===== src/rtl/cpu_regs_pkg.sv =====
// Register-file id map and widths shared by the CPU register blocks.
// Latency: n/a (constants only).
// Backpressure: n/a.
package cpu_regs_pkg;

    localparam int REG_ZERO   = 0;   // hardwired zero, writes are meaningless
    localparam int REG_CMP    = 9;
    localparam int REG_SP     = 10;
    localparam int REG_SF     = 11;
    localparam int REG_PC     = 12;
    localparam int REG_LAST   = 12;  // ids above this are unmapped
    localparam int REG_ID_W   = 4;
    localparam int REG_DATA_W = 8;

endpackage


===== src/rtl/wb_fifo.sv =====
// In-order storage for pending register writes: circular buffer with count.
// Latency: push visible at head one cycle after the accepting edge.
// Backpressure: caller must not push when count == DEPTH nor pop when empty.
//
// Ports: clk/rst_n; push + push_dat enqueue; pop dequeues head_dat;
//        flush clears pointers/count; mem/head/count exported for searching.
module wb_fifo #(
    parameter int DEPTH = 4,
    parameter int W     = 12
) (
    input  logic                         clk,
    input  logic                         rst_n,
    input  logic                         push,
    input  logic [W-1:0]                 push_dat,
    input  logic                         pop,
    input  logic                         flush,
    output logic [W-1:0]                 head_dat,
    output logic [W-1:0]                 mem [DEPTH],
    output logic [$clog2(DEPTH)-1:0]     head,
    output logic [$clog2(DEPTH+1)-1:0]   count
);

    localparam int PTR_W = $clog2(DEPTH);
    localparam int CNT_W = $clog2(DEPTH+1);

    logic [PTR_W-1:0] tail;

    assign head_dat = mem[head];

    // Pointers wrap naturally because DEPTH is a power of two.
    always_ff @(posedge clk or negedge rst_n) begin
        if (!rst_n) begin
            head  <= '0;
            tail  <= '0;
            count <= '0;
            for (int i = 0; i < DEPTH; i++) begin
                mem[i] <= '0;
            end
        end else if (flush) begin
            head  <= '0;
            tail  <= '0;
            count <= '0;
        end else begin
            if (push) begin
                mem[tail] <= push_dat;
                tail      <= tail + 1'b1;
            end
            if (pop) begin
                head <= head + 1'b1;
            end
            count <= count + CNT_W'(push) - CNT_W'(pop);
        end
    end

endmodule


===== src/rtl/writeback_queue.sv =====
// Buffered write-back in front of the register block's single write port,
// with combinational read-forwarding of pending writes.
// Latency: accepted write appears on write_id/write_value after the next edge.
// Backpressure: in_ready low when full or during flush; output never stalls.
//
// Ports: in_valid/in_ready/in_id/in_value request handshake; flush drops
//        queued entries; write_id/write_value registered retire (id 0 = idle);
//        fwdN_id -> fwdN_hit/fwdN_value forwarding; count = entries queued.
module writeback_queue
    import cpu_regs_pkg::*;
#(
    parameter int DEPTH  = 4,
    parameter int DATA_W = REG_DATA_W,
    parameter int ID_W   = REG_ID_W
) (
    input  logic                        clk,
    input  logic                        rst_n,
    input  logic                        in_valid,
    output logic                        in_ready,
    input  logic [ID_W-1:0]             in_id,
    input  logic [DATA_W-1:0]           in_value,
    input  logic                        flush,
    output logic [ID_W-1:0]             write_id,
    output logic [DATA_W-1:0]           write_value,
    input  logic [ID_W-1:0]             fwd1_id,
    input  logic [ID_W-1:0]             fwd2_id,
    output logic                        fwd1_hit,
    output logic                        fwd2_hit,
    output logic [DATA_W-1:0]           fwd1_value,
    output logic [DATA_W-1:0]           fwd2_value,
    output logic [$clog2(DEPTH+1)-1:0]  count
);

    localparam int PTR_W = $clog2(DEPTH);
    localparam int CNT_W = $clog2(DEPTH+1);
    localparam int W     = ID_W + DATA_W;

    logic             accept;
    logic             mapped;
    logic             push;
    logic             pop;
    logic [W-1:0]     head_dat;
    logic [W-1:0]     mem [DEPTH];
    logic [PTR_W-1:0] head;

    assign in_ready = (count < CNT_W'(DEPTH)) && !flush;
    assign accept   = in_valid && in_ready;
    // Writes to the zero register or unmapped ids are handshaken but dropped.
    assign mapped   = (in_id != ID_W'(REG_ZERO)) && (in_id <= ID_W'(REG_LAST));
    assign push     = accept && mapped;
    assign pop      = (count != '0);

    wb_fifo #(
        .DEPTH (DEPTH),
        .W     (W)
    ) u_fifo (
        .clk      (clk),
        .rst_n    (rst_n),
        .push     (push),
        .push_dat ({in_id, in_value}),
        .pop      (pop),
        .flush    (flush),
        .head_dat (head_dat),
        .mem      (mem),
        .head     (head),
        .count    (count)
    );

    // Output register retires the head every cycle; flush does not cancel it
    // because the head was already committed to leave this cycle.
    always_ff @(posedge clk or negedge rst_n) begin
        if (!rst_n) begin
            write_id    <= '0;
            write_value <= '0;
        end else if (pop) begin
            write_id    <= head_dat[W-1 -: ID_W];
            write_value <= head_dat[DATA_W-1:0];
        end else begin
            write_id    <= '0;
            write_value <= '0;
        end
    end

    // Newest match wins: output register is oldest, then queue head..tail,
    // so later assignments override earlier ones. Returns {hit, value}.
    function automatic logic [DATA_W:0] fwd_lookup(input logic [ID_W-1:0] id);
        logic [DATA_W:0]  r;
        logic [PTR_W-1:0] idx;
        r = '0;
        if (id != '0) begin
            if (write_id == id) begin
                r = {1'b1, write_value};
            end
            for (int i = 0; i < DEPTH; i++) begin
                idx = head + PTR_W'(i);
                if ((CNT_W'(i) < count) && (mem[idx][W-1 -: ID_W] == id)) begin
                    r = {1'b1, mem[idx][DATA_W-1:0]};
                end
            end
        end
        return r;
    endfunction

    always_comb begin
        {fwd1_hit, fwd1_value} = fwd_lookup(fwd1_id);
        {fwd2_hit, fwd2_value} = fwd_lookup(fwd2_id);
    end

endmodule


===== config.mk =====
export PLATFORM = sky130hd
export DESIGN_NAME = writeback_queue
export DESIGN_NICKNAME = d
export VERILOG_FILES = /design/src/rtl/cpu_regs_pkg.sv /design/src/rtl/wb_fifo.sv /design/src/rtl/writeback_queue.sv
export SDC_FILE = /design/constraint.sdc
export NUM_CORES = 1
export LEC_CHECK = 0
export CAP_MARGIN = 10
export CORE_UTILIZATION = 42
export CTS_CLUSTER_DIAMETER = 100
export CTS_CLUSTER_SIZE = 12
export DETAILED_ROUTE_END_ITERATION = 7
export DONT_BUFFER_PORTS = 1
export MAX_ROUTING_LAYER = met4
export SYNTH_ARGS = -nofsm -noshare
export SYNTH_HDL_FRONTEND = slang
export SYNTH_HIERARCHICAL = 1
export SYNTH_SLANG_ARGS = --single-unit

===== constraint.sdc =====
create_clock -name clk -period 2.87 [get_ports clk]
set_clock_uncertainty 0.2 [all_clocks]
set_input_delay 0.287 -clock clk [delete_from_list [all_inputs] [get_ports clk]]
set_output_delay 0.287 -clock clk [all_outputs]
set_load 0.01 [all_outputs]

==> results.py, run 1 <==
metrics = {
    "timing": {
        "fin_ws_ns": -0.545,
        "timing.setup.tns_ns": -8.26,
        "report.final.slew_viol_count": 0,
        "hold_viol": 0,
        "fmax_mhz": 293,
        "whs_ns": 0.266,
        "maxSlewHeadroom_pct": 61.7,
        "layout_min_cycle_time_ns": 3.41,
        "tightest_slew_ns": 0.568,
        "rsz0062_at_grt": "yes",
        "setup_violations": 18,
        "min_period_over_period_pct": 119,
    },
    "cts": {
        "clock_sinks": 67,
        "clkTransAtPathRegs_ns": 0.06,
        "cts_root_buffer": "clkbuf_16",
        "clockBufferDepth": 2,
        "insertion_delay_ns": 0.33,
        "cts_buffers": 9,
        "htreeDepth": 3,
        "cts_tree": "yes",
    },
    "floorplanning": {
        "die_w_um": 117,
        "chipHeight_um": 117,
        "start_util_pct": 43.6,
        "core_area_um2": 12800,
        "dieArea_um2": 13700,
        "io_pins": 58,
        "rows": 41,
    },
    "yosys": {
        "synth_xor_area_share_pct": 6.85,
        "synth_fa_ha_area_share_pct": 1.71,
        "synth_warnings": 6,
        "synth_area_leaders": "dfrtp_1 30%, mux2_4 9.4%, mux4_2 9.3%",
        "synth_edf_count": 0,
        "syn_area_um2": 5570,
        "synth_cell_types": 48,
        "syn_nets": 533,
        "synth_area_leader_cell": "dfrtp_1",
        "netlist_top_cells_count": "67 x dfrtp_1, 40 x o21ai_0, 35 x mux2_4",
        "synthCells": 502,
        "synth_simple_gate_area_share_pct": 14.3,
        "seq_area_frac_synth_pct": 30.1,
        "synth-compound-area-share_pct": 10.3,
        "ys_ff_latch": 67,
        "synthArstFlopShare_pct": 100,
        "yosysMostFrequentCell": "dfrtp_1",
        "synth_flop_cell": "dfrtp_1",
        "synth_top_family_by_area": "multiplexers",
        "avgSynthCellArea_um2": 11.1,
        "yosysTopAreaCellShare_pct": 30.1,
        "synthMuxAreaShare_pct": 31.6,
    },
    "run_status": {
        "failed_checks": "setup timing",
        "status": "complete, but fails checks",
    },
    "worst_setup_path": {
        "end_kind": "output pin",
        "path_class": "flop to output pin",
        "crit_fanout": 9,
        "worstPathArrival_ns": 2.93,
        "critPathRequiredTime_ns": 2.38,
        "start_kind": "flop",
    },
    "pwr": {
        "max-vdd-ir-drop_mv": 0.364,
        "static-leakage-power_nw": 3.38,
        "powerDensity_nw_per_um2": 917,
    },
    "finish": {
        "final_nets": 647,
        "fillers": 961,
        "fin_util_pct": 59.9,
        "diodes": 0,
        "syn_to_final_growth_pct": 37.3,
        "drive_gt1_share_pct": 47.7,
    },
    "min_path": {
        "hold_class": "input port to flop",
    },
    "grt": {
        "grt.overflow.total": 0,
        "grt_pass1_vias": 4646,
        "antenna_found_initial": 0,
        "grtUsageTotal_pct": 25.0,
        "grt_pass1_wl_um": 25200,
        "grt_max_degree": 68,
    },
    "placement": {
        "gp_congestion": 0.938,
        "io_buffers": 0,
        "dp_hpwl_um": 11100,
    },
    "drt": {
        "wl_um": 16500,
        "ant_nets": 0,
        "num_vias": 4725,
        "avgRoutedWirePerCell_um": 20.8,
        "dr.first_iter.drc_count": 464,
        "vias_per_cell": 5.96,
        "dr.pass1.iters": 5,
        "drc": 0,
    },
    "job": {
        "cap_violations": 0,
    },
}
routing by layer:
layer	vias to the layer above	track usage, %	share of wire (%)	wire, um
met1	2365	34.2	45	7450
met2	216	37.2	45	7410
li1	2118	-	-	-
met4	0	6.33	1.7	276
met3	26	5.97	8.5	1400
met5	-	-	0	0
kinds of logic after synthesis:
kind of cell | Yosys count
XOR/XNOR | 42
buffers and inverters | 46
adder cells (fa/ha/maj) | 7
multiplexers | 118
AND/OR/NAND/NOR | 134
AO/OA/AOI/OAI | 88
flip-flops | 67
stage by stage:
stage / instances / setup WS, ns / cell area [um^2] / total power, W
after floorplan: 502 / -0.0770 / 5610 / 0.00379
after global placement: 741 / -0.229 / 6400 / 0.00503
after global routing: 793 / -0.656 / 7650 / 0.00742
after CTS: 786 / -0.443 / 7350 / 0.00667
after detailed placement: 741 / -0.269 / 6400 / 0.00512
final: 793 / -0.545 / 7650 / 0.00702
path summary, 6_finish.rpt:
| check | start | endpoint | slack, ns | depth (start not counted) |
|---|---|---|---|---|
| min in group asynchronous | rst_n | write_value[1] | 0.30 | 2 |
| max in group asynchronous | rst_n | u_fifo/head[1] | 1.88 | 2 |
| worst max register to register | u_fifo/count[2] | u_fifo/count[2] | 0.24 | 9 |
| worst min register to register | u_fifo/mem[39] | u_fifo/mem[39] | 0.35 | 1 |
| worst max-delay path | u_fifo/head[0] | fwd2_value[7] | -0.54 | 9 |
| worst min-delay path | flush | u_fifo/mem[34] | 0.27 | 2 |
registers in the layout, indices dropped and copies added (netlist names):
name          flops
write_value       8
write_id          4
u_fifo/head       2
u_fifo/tail       2
u_fifo/count      3
u_fifo/mem       48
critical path, stage by stage, from the launching register on:
cell       delay [ns]
dfrtp_2          0.39
buf_4            0.17
mux4_2           0.55
xnor2_1          0.27
and2_1           0.18
buf_4            0.20
nand3_4          0.10
a2111oi_4        0.47
a2111oi_4        0.07
buf_4            0.18
power breakdown:
group / switching, W / internal [W]
registers: 0.000327 / 0.00120
clock network: 0.000423 / 0.000629
logic: 0.00208 / 0.00236
total: 0.00283 / 0.00419
cells in the final DEF (no fill, tap or decap), types with 15 or more instances in the layout:
| cell | n |
|---|---|
| mux2i_1 | 23 |
| o21ai_0 | 31 |
| buf_4 | 94 |
| dfrtp_1 | 65 |
| mux2_4 | 35 |
| mux4_2 | 25 |
| buf_6 | 23 |
| xor2_1 | 17 |
| a2111oi_4 | 15 |
| mux2_2 | 29 |
| nor2_1 | 24 |
| nand2_1 | 33 |
final cells by class:
class                           count  area (um^2)  area share, %
Multi-Input combinational cell    389         4110           53.7
Sequential cell                    67         1680           21.9
Timing Repair Buffer              142         1340           17.5
Clock buffer                       12          256           3.35
Tap cell                          172          215           2.81
Inverter                            7         26.3          0.343
Clock inverter                      4         25.0          0.327
what timing repair did:
action | 4_1_cts | 5_1_grt
endpoints found under the setup margin | 18 | 18
setup buffers | 18 | 9
cloned | 3 | 2
pin swaps | 23 | 33
hold buffers | 15 | 0
endpoints found under the hold margin | 122 | 0
gates resized for setup | 77 | 44
Power figures use the tool's default switching activity.
==> inputs of run 2 (changes only) <==
--- a/config.mk
+++ b/config.mk
@@ -11,6 +11,7 @@
 export CTS_CLUSTER_SIZE = 12
 export DETAILED_ROUTE_END_ITERATION = 7
 export DONT_BUFFER_PORTS = 1
+export GPL_ROUTABILITY_DRIVEN = 0
 export MAX_ROUTING_LAYER = met4
 export SYNTH_ARGS = -nofsm -noshare
 export SYNTH_HDL_FRONTEND = slang
==> run 2 against run 1 <==
Effect of this change:
- the flow still finishes with violations (setup timing)
- clock power rose by 9%
- cell count rose by 0.38%
- worst setup slack got worse by 0.077 ns
- global-route usage rose by 0.58 points
- critical endpoint is now fwd1_value[2]
- first-iteration DRC count rose by 16%
- via count rose by 2.7%
- hold slack got worse by 0.013 ns
==> results.py, run 2 (same netlist as run 1, synthesis figures left out) <==
metrics = {
    "worst_setup_path": {
        "start_kind": "flop",
        "crit_fanout": 17,
        "end_kind": "output pin",
        "worstPathArrival_ns": 3.01,
        "critPathRequiredTime_ns": 2.38,
        "path_class": "flop to output pin",
    },
    "drt": {
        "avgRoutedWirePerCell_um": 22.1,
        "wl_um": 17600,
        "wl_met3_um": 1580,
        "dr.first_iter.drc_count": 540,
        "vias_per_cell": 6.09,
        "dr.pass1.iters": 5,
        "drc": 0,
        "wl_met2_um": 8060,
        "topRoutingLayerUsed": "met4",
        "num_vias": 4851,
        "wl_met1_um": 7620,
        "ant_nets": 0,
    },
    "finish": {
        "top_regs": "u_fifo/mem x48, write_value x8, write_id x4",
        "final_nets": 650,
        "design_area_um2": 7730,
        "syn_to_final_growth_pct": 38.7,
        "diodes": 0,
        "fillers": 934,
        "final_common_cell": "buf_4",
        "final_cell_mix": "101 x buf_4, 65 x dfrtp_1, 35 x mux2_4",
        "largest-register": "u_fifo/mem",
        "drive_gt1_share_pct": 49.0,
        "largest_reg_flops": 48,
    },
    "min_path": {
        "hold_class": "input port to flop",
    },
    "cts": {
        "cts_tree": "yes",
        "clockBufferDepth": 2,
        "htreeDepth": 3,
        "cts_buffers": 9,
        "cts_root_buffer": "clkbuf_16",
        "clkTransAtPathRegs_ns": 0.06,
        "insertion_delay_ns": 0.34,
        "clock_sinks": 67,
    },
    "grt": {
        "grt_max_degree": 68,
        "grt.overflow.total": 0,
        "grt_pass1_vias": 4676,
        "grt_pass1_wl_um": 25400,
        "antenna_found_initial": 0,
        "grtUsageTotal_pct": 25.6,
    },
    "timing": {
        "hold_viol": 0,
        "fin_ws_ns": -0.622,
        "report.final.slew_viol_count": 0,
        "layout_min_cycle_time_ns": 3.49,
        "tightest_slew_ns": 0.660,
        "maxSlewHeadroom_pct": 56.0,
        "rsz0062_at_grt": "yes",
        "timing.setup.tns_ns": -9.40,
        "min_period_over_period_pct": 122,
        "fmax_mhz": 286,
        "setup_violations": 18,
    },
    "job": {
        "cap_violations": 0,
    },
    "placement": {
        "dp_hpwl_um": 11300,
        "io_buffers": 0,
        "placed_area_um2": 6390,
    },
    "pwr": {
        "max-vdd-ir-drop_mv": 0.391,
        "static-leakage-power_nw": 3.42,
        "powerDensity_nw_per_um2": 948,
    },
    "floorplanning": {
        "rows": 41,
        "dieArea_um2": 13700,
        "io_pins": 58,
        "start_util_pct": 43.6,
        "chipHeight_um": 117,
        "die_w_um": 117,
        "core_area_um2": 12800,
    },
    "run_status": {
        "failed_checks": "setup timing",
        "status": "complete, but fails checks",
    },
}
## run 2: worst paths after layout
kind | startpoint | end | slack, ns | cells past startpoint
min in group asynchronous | rst_n | u_fifo/mem[36] | 0.33 | 2
setup / recovery | u_fifo/head[0] | fwd1_value[2] | -0.62 | 10
setup reg to reg | u_fifo/count[2] | u_fifo/count[2] | 0.16 | 9
max in group asynchronous | rst_n | u_fifo/head[0] | 1.86 | 2
hold reg to reg | u_fifo/mem[14] | u_fifo/mem[14] | 0.36 | 1
hold / removal | flush | u_fifo/mem[34] | 0.25 | 2
## run 2: cell type report
type	count	area [um^2]	share of cell area [%]
Tap cell	172	215	2.78
Sequential cell	67	1680	21.7
Clock buffer	13	260	3.37
Multi-Input combinational cell	390	4190	54.2
Inverter	7	26.3	0.340
Timing Repair Buffer	144	1310	17.0
Clock inverter	3	46.3	0.599
## run 2: per-layer routing
layer / vias up / GRT usage (%)
met1: 2433 / 34.0
li1: 2129 / -
met2: 252 / 38.0
met3: 37 / 6.80
met5: - / -
met4: 0 / 7.85
## run 2: what timing repair did
action / in CTS / in global routing
pin swaps: 17 / 25
setup buffers: 17 / 8
setup endpoints to repair: 18 / 18
hold endpoints to repair: 122 / 0
resized for setup: 53 / 77
cloned: 2 / 2
hold buffers: 15 / 0
## run 2: worst max-delay path, cell delays in order, from the launching register on
cell and delay [ns]:
dfrtp_2 0.39, buf_6 0.14, buf_6 0.12, mux4_2 0.55, buf_6 0.14, xor2_1 0.15, nor3_1 0.25, nand3_1 0.15
buf_6 0.19, nor3b_1 0.32, o31a_1 0.26
## run 2: power breakdown
part	internal [W]	switching, W	leakage, nW
sequential	0.00120	0.000343	0.884
combinational	0.00244	0.00220	2.39
clock	0.000722	0.000422	0.146
total	0.00436	0.00297	3.42
## run 2: metrics by stage
| step | power, W | setup WS [ns] | hold WS [ns] | util, % | instances |
|---|---|---|---|---|---|
| after CTS | 0.00670 | -0.498 | 0.256 | 57.2 | 789 |
| after global routing | 0.00772 | -0.698 | 0.263 | 60.5 | 796 |
| final | 0.00733 | -0.622 | 0.253 | 60.5 | 796 |
| after global placement | 0.00501 | -0.221 | -0.204 | 50.1 | 740 |
| after floorplan | 0.00379 | -0.0770 | -0.209 | - | 502 |
| after detailed placement | 0.00514 | -0.248 | -0.204 | 50.1 | 740 |
